**src/rtl/timebase_if.sv**
```systemverilog
// timebase_if: control and strobe bundle of the shared timebase.
// master drives en/clr, slave returns taps, ms_tick and cnt.
interface timebase_if #(
  parameter int WIDTH = 32,
  parameter int NTAPS = 6
);
  logic             en;
  logic             clr;
  logic [NTAPS-1:0] taps;
  logic             ms_tick;
  logic [WIDTH-1:0] cnt;

  modport master (
    output en, clr,
    input  taps, ms_tick, cnt
  );

  modport slave (
    input  en, clr,
    output taps, ms_tick, cnt
  );
endinterface

```
**src/rtl/timebase.sv**
```systemverilog
// timebase: free-running counter with binary tap strobes and a 1 ms tick.
// Ports: clk, rst_n (async low), bus (slave: en, clr -> taps, ms_tick, cnt).
module timebase #(
  parameter int CLK_HZ = 12_000_000,
  parameter int WIDTH  = 32,
  parameter int NTAPS  = 6
) (
  input logic      clk,
  input logic      rst_n,
  timebase_if.slave bus
);
  localparam int MS_DIV = CLK_HZ / 1000;
  localparam int PW     = $clog2(MS_DIV);
  localparam logic [PW-1:0] PMAX = PW'(MS_DIV - 1);

  logic [WIDTH-1:0] cnt_q;
  logic [PW-1:0]    pcnt_q;
  logic [NTAPS-1:0] taps_q;
  logic [NTAPS-1:0] hit;
  logic             ms_q;

  // tap i fires when its low bits are all ones, i.e. about to roll to 0
  for (genvar i = 0; i < NTAPS; i++) begin : g_tap
    localparam int TB = (i * (WIDTH - 1)) / (NTAPS - 1);
    assign hit[i] = &cnt_q[TB:0];
  end

  always_ff @(posedge clk or negedge rst_n) begin
    if (!rst_n) begin
      cnt_q  <= '0;
      pcnt_q <= '0;
      taps_q <= '0;
      ms_q   <= 1'b0;
    end else if (bus.clr) begin
      cnt_q  <= '0;
      pcnt_q <= '0;
      taps_q <= '0;
      ms_q   <= 1'b0;
    end else if (bus.en) begin
      cnt_q  <= cnt_q + WIDTH'(1);
      taps_q <= hit;
      if (pcnt_q == PMAX) begin
        pcnt_q <= '0;
        ms_q   <= 1'b1;
      end else begin
        pcnt_q <= pcnt_q + PW'(1);
        ms_q   <= 1'b0;
      end
    end else begin
      taps_q <= '0;
      ms_q   <= 1'b0;
    end
  end

  assign bus.cnt     = cnt_q;
  assign bus.taps    = taps_q;
  assign bus.ms_tick = ms_q;
endmodule

```
**src/flat_wrapper.sv**
```systemverilog
// flat-port wrapper written by rule: the top's interface ports become plain ports
module timebase_flat 
#(
  parameter int CLK_HZ = 12_000_000,
  parameter int WIDTH  = 32,
  parameter int NTAPS  = 6
)
  (clk, rst_n, bus_en, bus_clr, bus_taps, bus_ms_tick, bus_cnt);
  timebase_if #(.WIDTH(WIDTH), .NTAPS(NTAPS)) bus_i ();
  input logic clk;
  input logic rst_n;
  input wire logic [$bits(bus_i.en)-1:0] bus_en;
  input wire logic [$bits(bus_i.clr)-1:0] bus_clr;
  output wire logic [$bits(bus_i.taps)-1:0] bus_taps;
  output wire logic [$bits(bus_i.ms_tick)-1:0] bus_ms_tick;
  output wire logic [$bits(bus_i.cnt)-1:0] bus_cnt;
  assign bus_i.en = bus_en;
  assign bus_i.clr = bus_clr;
  assign bus_taps = bus_i.taps;
  assign bus_ms_tick = bus_i.ms_tick;
  assign bus_cnt = bus_i.cnt;
  timebase #(.CLK_HZ(CLK_HZ), .WIDTH(WIDTH), .NTAPS(NTAPS)) u_core (.clk(clk), .rst_n(rst_n), .bus(bus_i));
endmodule
```
**config.mk**
```make
export PLATFORM = sky130hd
export DESIGN_NAME = timebase_flat
export DESIGN_NICKNAME = d
export VERILOG_FILES = /design/src/rtl/timebase_if.sv /design/src/rtl/timebase.sv /design/src/flat_wrapper.sv
export SDC_FILE = /design/constraint.sdc
export NUM_CORES = 1
export LEC_CHECK = 0
export CORE_ASPECT_RATIO = 1.25
export CORE_MARGIN = 10
export CORE_UTILIZATION = 54
export DETAILED_ROUTE_END_ITERATION = 10
export GPL_ROUTABILITY_DRIVEN = 0
export PLACE_DENSITY = 0.9
export RECOVER_POWER = 50
export SLEW_MARGIN = 20
export SYNTH_ARGS = -nofsm -noshare
export SYNTH_HDL_FRONTEND = slang
export SYNTH_SLANG_ARGS = --single-unit
```
**constraint.sdc**
```tcl
create_clock -name clk -period 2.9 [get_ports clk]
set_input_delay 0.29 -clock clk [delete_from_list [all_inputs] [get_ports clk]]
set_output_delay 0.29 -clock clk [all_outputs]
set_load 0.005 [all_outputs]
```
==> metrics.cfg <==
[status]
status=complete, but fails checks
violations=max-capacitance violations, max-slew violations

[routing]
ant_nets=0
detail_route.wl_per_cell_um=17.3
drc=0
firstDrtPassIters=5
via_per_inst=6.43
wl_mm=6.63
dr.first_iter.drc_count=212
vias=2471

[finish]
nFillCells=397
final_cell_area_mm2=0.00327
instances_no_fill=384
final_common_cell=dfrtp_1
seq_area_mm2=0.00133
fin_util_pct=67.6
final_cell_mix=53 x dfrtp_1, 29 x clkdlybuf4s50_1, 22 x nor2_1, 21 x or4_1, 19 x a21oi_1
antenna_cells=0
drive_above_1_share_pct=5.56
multi_input_area_mm2=0.00132
syn2layout_area_growth_pct=19.0
fin_nets=330

[sta]
skew_ns=0.00889
hold_viol_final=0
fin_crit_sh_pct=82.0
fmax_mhz=420
drv_slew=38
period_minus_slack_ns=2.38
tightest_slew_ns=1.95
relSlewSlack_pct=-30.1
setup_tns_ns=0
rsz0062_at_grt=no
setup_violations=0

[yosys]
synthTopCellsByArea=dfrtp_1 48%, or4_1 5.7%, o31ai_1 4.4%, a21oi_1 3.5%, nand4_1 3.4%
synth-seq-area-share_pct=48.3
ys_types=40
syn_avg_cell_area_um2=9.60
netlist_area_mm2=0.00275
synth_cells=286
synth-seq-cells=53
synth_warnings=0
synth_nets=293
synth_top_area_share_pct=48.3
yosys.area.top_type=dfrtp_1

[global_route]
grt_pass1_wl_mm=11.5
antenna_found_initial=0
overflow=0
grtUsageTotal_pct=16.1
grt_max_degree=42
grt_pass1_vias=2354

[cts]
ctsResizeCount=0
hold_buffers=0
cts_tree=built
cts_buffer_depth=2
cts_root_buffer=clkbuf_8
postCtsSetupBuffers=0
cts-buffers-inserted=5
h-tree-depth=2
clk_pin_slew_worst_paths_ns=0.09
clk_latency_ns=0.31
cts_sinks=53

[placed_design]
placed_cells=376
place_hpwl_mm=4.77
io_buffers=42
place_area_mm2=0.00320

[worst_setup_path]
slowest_delay_ns=0.89
crit_buf_inv=0
crit_family=simple AND/OR/NAND/NOR gates
cp_common_cell=or4_1
critPathRequiredTime_ns=3.13
path_class=flip-flop to flip-flop
path_max_fanout=21
crit_arrival_ns=2.60
path_cells=nand3_2 > or4_1 > or4_1 > a21oi_1
critical_path.slowest_cell=or4_1
critPathLaunchType=flip-flop
ff2ff_setup_slack_ns=0.52
endpoint_kind=flip-flop

[floorplan]
die_w_um=83.8
core-area_mm2=0.00483
start_util_pct=56.8
die-height_um=99.7
io_pins=43
rows=28
dieArea_mm2=0.00835

[pwr]
total_power_w=0.00122
ir_drop_v=0.000255
p_per_area_mw_per_mm2=373
leakage_nw=1.26

[flow_run]
cap_violations=1

[hold_path]
hp-class=input pin to asynchronous set/reset pin

cell type report:
| class | count | area share [%] |
|---|---|---|
| tap | 60 | 2.30 |
| timing repair buffer | 46 | 13.3 |
| clock buffer | 6 | 2.22 |
| sequential | 53 | 40.6 |
| multi-input combinational | 208 | 40.3 |
| clock inverter | 2 | 0.306 |
| inverter | 9 | 1.03 |
flip-flops by register name (all words and copies together), names as in the netlist:
register	count
u_core.pcnt_q	14
u_core.bus.taps	6
u_core.bus.cnt	32
u_core.bus.ms_tick	1
stage by stage:
step / hold WS, ns / worst slack, ns
floorplan: -0.00559 / 0.847
global placement: 0.428 / 0.398
detailed placement: 0.432 / 0.332
CTS: 0.0997 / 0.555
global route: 0.606 / 0.384
finish: 0.525 / 0.521
report_power, final:
group	internal, W	leakage [nW]	switching (W)
clock	0.000168	0.0450	0.000233
combinational	0.0000200	0.481	0.0000446
sequential	0.000744	0.738	0.00000888
total	0.000932	1.26	0.000287
worst register-to-register path: stages (launching register included):
cell	delay (ns)
dfrtp_1	0.45
nand3_2	0.21
or4_1	0.89
or4_1	0.59
a21oi_1	0.17
worst paths after layout:
check,start,to,cells after the start
worst max-delay path,u_core.bus.cnt[4],u_core.bus.cnt[23],4
min in group clk,u_core.pcnt_q[0],u_core.pcnt_q[0],1
worst min-delay path,rst_n,u_core.bus.cnt[22],1
worst max register to register,u_core.bus.cnt[4],u_core.bus.cnt[23],4
max in group asynchronous,rst_n,u_core.bus.taps[1],2
worst min register to register,u_core.pcnt_q[0],u_core.pcnt_q[0],1
logic make-up after synthesis:
| group | Yosys count | synth area share, % |
|---|---|---|
| multiplexers | 5 | 2.01 |
| flip-flops | 53 | 48.3 |
| buffers and inverters | 25 | 3.74 |
| AND/OR/NAND/NOR | 134 | 27.9 |
| adder cells (fa/ha/maj) | 3 | 1.37 |
| AO/OA/AOI/OAI | 51 | 11.9 |
| XOR/XNOR | 15 | 4.79 |
routing by layer:
| metal | GRT usage, % | part of all wire (%) | wire, um | up-vias |
|---|---|---|---|---|
| met5 | 0 | 0 | 0 | - |
| met4 | 6.84 | 1.9 | 129 | 0 |
| met3 | 5.47 | 8.4 | 559 | 11 |
| met2 | 25.5 | 49 | 3230 | 101 |
| met1 | 19.5 | 41 | 2710 | 1218 |
| li1 | - | - | - | 1141 |
cell usage after synthesis (all sizes together):
master,instances
a21o,1
a21oi,19
a311oi,1
a31o,1
a31oi,2
a32o,1
and2,5
and3,6
and4,3
buf,6
clkbuf,10
dfrtp,53
ha,3
inv,9
mux2,4
mux2i,1
nand2,17
nand2b,1
nand3,15
nand3b,2
nand4,15
nand4b,1
nor2,22
nor2b,4
nor3,4
nor4,11
o21ai,6
o21ba,1
o22ai,1
o311ai,1
o31a,1
o31ai,16
or2,2
or3,5
or4,21
xnor2,8
xor2,7
(Power assumes the default switching activity.)
